===== config.mk =====
export PLATFORM = sky130hd
export DESIGN_NAME = or_reduce_arbiter
export DESIGN_NICKNAME = d
export VERILOG_FILES = /design/src/rtl/or_reduce_arbiter.sv
export SDC_FILE = /design/constraint.sdc
export NUM_CORES = 1
export LEC_CHECK = 0
export CORE_MARGIN = 5
export CORE_UTILIZATION = 43
export CTS_BUF_LIST = sky130_fd_sc_hd__clkbuf_16
export DETAILED_ROUTE_END_ITERATION = 6
export PLACE_DENSITY = 0.84
export SKIP_LAST_GASP = 1
export SLEW_MARGIN = 20
export SYNTH_ARGS = -nofsm -noshare
export SYNTH_HDL_FRONTEND = slang
export SYNTH_SLANG_ARGS = --single-unit

===== constraint.sdc =====
create_clock -name clk -period 1.94 [get_ports clk]
set_input_delay 0.388 -clock clk [delete_from_list [all_inputs] [get_ports clk]]
set_output_delay 0.388 -clock clk [all_outputs]
set_load 0.01 [all_outputs]

===== src/rtl/or_reduce_arbiter.sv =====
// or_reduce_arbiter: arbitrates REQ clients onto one shared parallel_or unit and
// returns each WIRE-bit result, tagged with the winning index, over a ready/valid channel.
// Build option: define OR_ARB_RR_EN for round-robin arbitration; when it is
// undefined, the lowest asserted request index always wins.

module parallel_or #(
  parameter int WAY  = 2,
  parameter int WIRE = 2
) (
  input  logic [WAY*WIRE-1:0] in_i,
  output logic [WIRE-1:0]     out_o
);

  // Each output bit is the OR of its own WAY-bit slice of the operand.
  always_comb begin
    out_o = '0;
    for (int k = 0; k < WIRE; k++) begin
      out_o[k] = |in_i[k*WAY +: WAY];
    end
  end

endmodule

module or_reduce_arbiter #(
  parameter int REQ  = 4,
  parameter int WAY  = 2,
  parameter int WIRE = 2
) (
  input  logic                        clk,
  input  logic                        rst_n,
  input  logic [REQ-1:0]              req,
  input  logic [REQ*WAY*WIRE-1:0]     data,
  output logic [REQ-1:0]              gnt,
  output logic                        busy,
  output logic                        res_valid,
  input  logic                        res_ready,
  output logic [WIRE-1:0]             res,
  output logic [$clog2(REQ)-1:0]      res_id
);

  localparam int SIZE = WAY * WIRE;
  localparam int IDW  = $clog2(REQ);

  typedef enum logic [1:0] {
    ST_IDLE = 2'd0,
    ST_CALC = 2'd1,
    ST_HOLD = 2'd2
  } state_t;

  state_t          state_q;
  logic            calc_ph_q;
  logic [SIZE-1:0] op_q;
  logic [IDW-1:0]  id_q;
  logic [WIRE-1:0] red_q;
  logic [REQ-1:0]  gnt_q;
  logic            busy_q;
  logic            res_valid_q;
  logic [WIRE-1:0] res_q;
  logic [IDW-1:0]  res_id_q;

  logic            win_vld_s;
  logic [IDW-1:0]  win_idx_s;
  logic [SIZE-1:0] win_op_s;
  logic [REQ-1:0]  win_onehot_s;
  logic [WIRE-1:0] po_s;

`ifdef OR_ARB_RR_EN
  logic [IDW-1:0]  ptr_q;
  logic [IDW-1:0]  ptr_d;
  logic [IDW:0]    pos_s;

  // Rotating search from ptr_q; walking downward lets the slot nearest ptr_q win.
  always_comb begin
    win_vld_s = 1'b0;
    win_idx_s = '0;
    pos_s     = '0;
    for (int k = REQ - 1; k >= 0; k--) begin
      pos_s     = {1'b0, ptr_q} + (IDW+1)'(k);
      pos_s     = (pos_s >= (IDW+1)'(REQ)) ? (pos_s - (IDW+1)'(REQ)) : pos_s;
      win_vld_s = req[pos_s[IDW-1:0]] ? 1'b1 : win_vld_s;
      win_idx_s = req[pos_s[IDW-1:0]] ? pos_s[IDW-1:0] : win_idx_s;
    end
  end

  // After a completed result the search restarts just past the served requester.
  always_comb begin
    if (id_q == IDW'(REQ - 1)) begin
      ptr_d = '0;
    end else begin
      ptr_d = id_q + IDW'(1);
    end
  end
`else
  // Fixed priority: walking downward lets the lowest asserted index win.
  always_comb begin
    win_vld_s = 1'b0;
    win_idx_s = '0;
    for (int k = REQ - 1; k >= 0; k--) begin
      win_vld_s = req[k] ? 1'b1 : win_vld_s;
      win_idx_s = req[k] ? IDW'(k) : win_idx_s;
    end
  end
`endif

  // Select the winning requester's operand slice.
  always_comb begin
    win_op_s = '0;
    for (int k = 0; k < REQ; k++) begin
      win_op_s = (win_idx_s == IDW'(k)) ? data[k*SIZE +: SIZE] : win_op_s;
    end
  end

  // One-hot grant pattern for the winning index.
  always_comb begin
    win_onehot_s = {{(REQ-1){1'b0}}, 1'b1} << win_idx_s;
  end

  parallel_or #(
    .WAY  (WAY),
    .WIRE (WIRE)
  ) u_parallel_or (
    .in_i  (op_q),
    .out_o (po_s)
  );

  // Arbiter FSM: capture in IDLE, two-phase reduction in CALC, result handshake in HOLD.
  always_ff @(posedge clk) begin
    if (!rst_n) begin
      state_q     <= ST_IDLE;
      calc_ph_q   <= 1'b0;
      op_q        <= '0;
      id_q        <= '0;
      red_q       <= '0;
      gnt_q       <= '0;
      busy_q      <= 1'b0;
      res_valid_q <= 1'b0;
      res_q       <= '0;
      res_id_q    <= '0;
`ifdef OR_ARB_RR_EN
      ptr_q       <= '0;
`endif
    end else begin
      case (state_q)
        ST_IDLE: begin
          if (win_vld_s) begin
            op_q      <= win_op_s;
            id_q      <= win_idx_s;
            gnt_q     <= win_onehot_s;
            busy_q    <= 1'b1;
            calc_ph_q <= 1'b0;
            state_q   <= ST_CALC;
          end else begin
            gnt_q     <= '0;
          end
        end
        ST_CALC: begin
          gnt_q <= '0;
          // The shared unit's output is registered once before it reaches res.
          if (!calc_ph_q) begin
            red_q     <= po_s;
            calc_ph_q <= 1'b1;
          end else begin
            res_q       <= red_q;
            res_id_q    <= id_q;
            res_valid_q <= 1'b1;
            calc_ph_q   <= 1'b0;
            state_q     <= ST_HOLD;
          end
        end
        ST_HOLD: begin
          gnt_q <= '0;
          if (res_valid_q && res_ready) begin
            res_valid_q <= 1'b0;
            busy_q      <= 1'b0;
`ifdef OR_ARB_RR_EN
            ptr_q       <= ptr_d;
`endif
            state_q     <= ST_IDLE;
          end else begin
            state_q     <= ST_HOLD;
          end
        end
        default: begin
          state_q <= ST_IDLE;
          gnt_q   <= '0;
        end
      endcase
    end
  end

  assign gnt       = gnt_q;
  assign busy      = busy_q;
  assign res_valid = res_valid_q;
  assign res       = res_q;
  assign res_id    = res_id_q;

endmodule

# Word-level counts from Yosys, hierarchy flattened
# Cells that the tools add are included.
[word_totals]
inputBits = 23
elab_cells = 60
regBits = 21
out_inout_bits = 10
[op_classes]
shift = 1
n_bitwise = 1
n_eq_ne = 8
reduce_logical = 16
mux = 24
[ops]
columns = ["cell", "count"]
rows = [
  ["$mux W4", 4],
  ["$mux W2", 7],
  ["$reduce_and A2 Y1", 5],
  ["$mux W1", 9],
  ["$reduce_and A3 Y1", 3],
  ["$eq A2 B2 Y1 const B", 3],
  ["$ne A2 B2 Y1 const B", 3],
  ["$pmux W1 S2", 3],
  ["$pmux W2 S3", 1],
  ["$reduce_bool A2 Y1", 3],
  ["$eq A2 B1 Y1 const B", 2],
  ["$logic_not A2 Y1", 2],
  ["$reduce_or A2 Y1", 2],
  ["$shl A1 B2 Y4 const A", 1],
  ["$logic_and A1 B1 Y1", 1],
  ["$not A1 Y1", 1],
]

# Longest topological paths before layout
[logic_depth]
depth_word = 9
mapped_depth = 6
mapped_depth_nobuf = 3

# By module
# A second synthesis with hierarchy kept.
[unflattened]
cells_unflattened = 101
hier_area_um2 = 1024.7
[by_module_without_submodules]
columns = ["mod", "instances", "seq_area_each_um2", "area_per_inst_um2", "cells_per_inst"]
rows = [
  ["or_reduce_arbiter", 1, 420.4, 1012.2, 99],
  ["parallel_or", 1, 0.0, 12.5, 2],
]

# Least setup slack after synthesis
# OpenSTA, ideal clock, no wires.
[synth_timing]
path_type = "in2reg"
from = "in req[2]"
to = "reg state_q[0]"
setup_ns = 0.115
stages = 6
slack_ns = 0.265
arrival_time_ns = 1.560
required_time_ns = 1.825
n_path_buf = 3
cell_sequence = "buf_6 or4_4 buf_6 and2_4 buf_6 o21a_1"
[synth_via]
elab_chain_len = 5
[synth_lines]
columns = ["item", "line", "rtl"]
rows = [
  ["start, declared", "31", "input logic [REQ-1:0] req,"],
  ["$mux W1 (3 in a row)", "99", "win_vld_s = req[k] ? 1'b1 : win_vld_s;"],
  ["$ne A2 B2 Y1 (no line)", "n/a", ""],
  ["$reduce_and A2 Y1 (no line)", "n/a", ""],
  ["end signal, assigned", "129", "state_q <= ST_IDLE;"],
  ["end signal, assigned", "151", "state_q <= ST_CALC;"],
  ["end signal, assigned", "167", "state_q <= ST_HOLD;"],
  ["end, declared", "50", "state_t state_q;"],
]
# Every way passes these cells.
# A chain may end at the register's enable or synchronous reset.

# Worst setup path in the final report
[layout_timing]
from = "in req[3]"
to = "reg op_q[2]"
[layout_via]
elab_chain_len = 9
elab_cells_between_ends = 17
[layout_lines]
columns = ["item", "line", "rtl"]
rows = [
  ["$mux W2 (4 in a row)", "100", "win_idx_s = req[k] ? IDW'(k) : win_idx_s;"],
  ["$logic_not A2 Y1", "109", "win_op_s = (win_idx_s == IDW'(k)) ? data[k*SIZE +: SIZE] : win_op_s;"],
  ["$mux W4 (4 in a row)", "109", ""],
  ["end signal, assigned", "146", "op_q <= win_op_s;"],
  ["end, declared", "52", "logic [SIZE-1:0] op_q;"],
]
# Parallel ways exist; a longest one is shown, timed or not.

==> summary.md <==
| Metric | Value |
|---|---|
| Critical path launch point type | primary input |
| CP max FO | 8 |
| Asr flop ratio synth | 0% |
| Clk_skew | approximately 0.0028 ns |
| Final Setup Violations | 0 |
| Syn_nets | 120 |
| CTS Buf Count | 3 |
| Fin crit share | between 80 and 90% |
| Dominant synthesized flop cell | dfxtp_1 |
| CTS sink cnt | 21 |
| R2R Path Start | state_q[0] |
| Synth unique cells | 30 |
| Starting density of the core | 43.7% |
| Internal Power | 846 µW |
| # hold bufs at CTS | 0 |
| Reg2reg path depth | 3 |
| Worst vdd ir | 0.486 mV |
| Gr usage total | between 10% and 20% |
| Via count | approximately 900 |
| Final WS setup | about 0.20 ns |
| Worst path cell trace | clkdlybuf4s50_1, or4_4, and2_4, a311oi_1 |
| # IOs | 33 |
| Area of the core | roughly 0.0021 mm² |
| WP data arrival | ~1.9 ns |
| Drt total wl | 2340 µm |
| Pre-CTS WS | -0.0626 ns |
| RSZ-0062 raised after global routing | false |
| Total Nets Final | 159 |
| Post-synthesis sequential area ratio | 44.7% |
| Design Area, Final | approximately 0.0014 mm² |
| Hold Path Depth | 2 |
| Slew Limit Fails | 0 |
| Post-CTS Repair Setup Buffers | 0 |
| Vias per cell | around 5.5 |
| Sw Share | a little under a quarter |
| Fmax | approximately 570 MHz |
| Hold Vio Cnt, Final | 0 |
| Die W | 56.7 µm |
| Post-DP HPWL | between 1500 and 2000 µm |
| Hold EP | res_valid |
| Initial antenna violation count | 0 |
| Buffers on Ports | 32 |
| Fin crit period | about 1.7 ns |
| Largest net degree at the start of global routing | 16 |
| Post-route ant nets | 0 |
| Top delay family on crit path | simple AND/OR/NAND/NOR gates |
| Post-synth EDFFs | 0 |
| Iteration count of the initial detailed-routing pass | 4 |
| First-pass GRT wire length | 3840 µm |
| Share of total power in combinational logic | 17.2% |
| Std-Cell Rows | 17 |
| Cell Area, Placed | about 0.0013 mm² |
| Mean post-synth cell area | around 9.7 µm² |
| Yosys top cell by area | dfxtp_1 |
| Clk network pwr share | between 30% and 40% |
| Vias in the first global route | 902 |
| Synth top cells by count | 21 x dfxtp_1, 11 x nor2_1, 8 x a21oi_1 |
| Crit-path slowest cell | or4_4 |
| Syn-to-layout area delta | 47.9% |
| Setup TNS | 0 ns |
| Top cell type's share of synthesized area | around 45% |
| Max-slew headroom at the worst pin | roughly 64% |
| Cell count after placement | ~160 |
| Initial DRC Count | 26 |
| Total grt overflow | 0 |
| Worst-skew pair later-pin latency | between 0.2 and 0.3 ns |
| DRC | 0 |
| Die Y-Extent | 56.7 µm |
| Req. time, crit path | approximately 2.1 ns |
| Tightest Pin Transition | between 0.5 and 0.6 ns |
| Critical Path Sink Type | flip-flop |
| Finished Layout Cells | roughly 160 |
| CTS tree | yes |
| Cells after Synth | 97 |
| Psw | around 250 µW |
| Layout cells sized above 1 | 12.6% |
| Worst r2r dst | gnt[3] |
| Status | finished, final reports clean |
| Leak | between 0.0005 and 0.0006 µW |
| Max-cap violations | 0 |
| Critical path type | primary input to flip-flop |
| Cell area after synthesis | about 940 µm² |
| Max Root-Sink Buffers | 2 |
| Final Power | roughly 1100 µW |
| Worst Path Buf+Inv | 1 |
| Reg power frac | between 40 and 50% |
| H-Tree Depth | 1 |
| Post-cts sizing count | 0 |
| Yosys warns | 0 |
| Synthesized flop and latch total | 21 |
| Worst-path clk slew | about 0.060 ns |
| Top post-synthesis cells by area | dfxtp_1 45%, nor4b_1 5.6%, nor2_1 4.4% |
| Slowest cell delay on critical path | approximately 0.57 ns |
| Total die area | roughly 0.0032 mm² |
| Clock Tree Root | clkbuf_16 |
| PwrDens | between 700 and 800 mW/mm² |
| Flop2flop setup slack | 0.47 ns |
| WL per Instance | between 10 and 15 µm |
| GPL Wtd Cong | ~0.8 |
| Most common cell in the netlist | dfxtp_1 |
| Hold crit path type | flip-flop to flip-flop |
| ANT cells | 0 |
| Hold Startpoint | res_valid |
state kept, by name (all words and copies together), names as in the netlist:
name and count:
res_valid 1, op_q 4, busy 1, id_q 2, gnt 4, red_q 2
res_id 2, state_q 2, res 2, calc_ph_q 1
placed cells by master (no fill, tap or decap), types with 4 or more instances in the layout:
master and n:
a21oi_1 8, dfxtp_1 21, a311oi_1 4, nor2_1 11
nor4b_1 6, mux2i_1 4, a222oi_1 4, a31oi_1 4
buf_4 8, clkdlybuf4s50_1 32
per-layer routing:
metal | vias to the layer above | wire length [µm] | global-route usage (%)
met5 | - | 0 | 0
met4 | 0 | 34 | 6.95
met3 | 3 | 193 | 5.52
met2 | 36 | 1210 | 28.5
met1 | 415 | 900 | 15.0
li1 | 450 | - | -
cells by family after synthesis:
logic type	Yosys count	share of synthesized area (%)
compound gates	28	21.8
flops	21	44.7
buf+inv	9	5.99
mux	4	4.26
xor+xnor	1	0.932
simple gates	34	22.2
worst max path at each step:
| stage | cells past startpoint | slack, ns | end | startpoint |
|---|---|---|---|---|
| final | 4 | 0.20 | op_q[2] | req[3] |
| after global routing | 6 | 0.15 | op_q[2] | req[1] |
| after CTS | 4 | 0.20 | op_q[2] | req[3] |
| after detailed placement | 4 | -0.06 | op_q[2] | req[3] |
| after global placement | 4 | 0.04 | state_q[0] | req[1] |
| after floorplan | 6 | 0.26 | state_q[0] | req[2] |
worst register-to-register path, cell delays in order, from the launching register on:
cell     delay, ns
dfxtp_1       0.35
or3b_2        0.50
nor4_1        0.35
o211a_1       0.21
layout make-up:
cell class,instances,area [µm²]
fill,182,758
sequential,21,420
clock buffer,3,75.1
inverter,3,11.3
multi-input combinational,67,463
tap,28,35.0
timing repair buffer,40,380
clock inverter,1,5.00
metrics by stage:
stage | hold slack (ns) | utilization [%]
6_report | 0.490 | 64.7
5_1_grt | 0.513 | 64.7
3_3_place_gp | 0.470 | 61.0
4_1_cts | 0.493 | 64.7
3_5_place_dp | 0.480 | 61.0
2_1_floorplan | 0.450 | -
power groups by stage:
| stage | sequential [µW] | clock [µW] | combinational [µW] |
|---|---|---|---|
| floorplan | 487 | 0 | 102 |
| global placement | 486 | 0 | 181 |
| detailed placement | 488 | 0 | 187 |
| CTS | 479 | 437 | 190 |
| global route | 483 | 458 | 206 |
| finish | 479 | 429 | 189 |
Note: power is estimated with default switching activity, not from simulation.
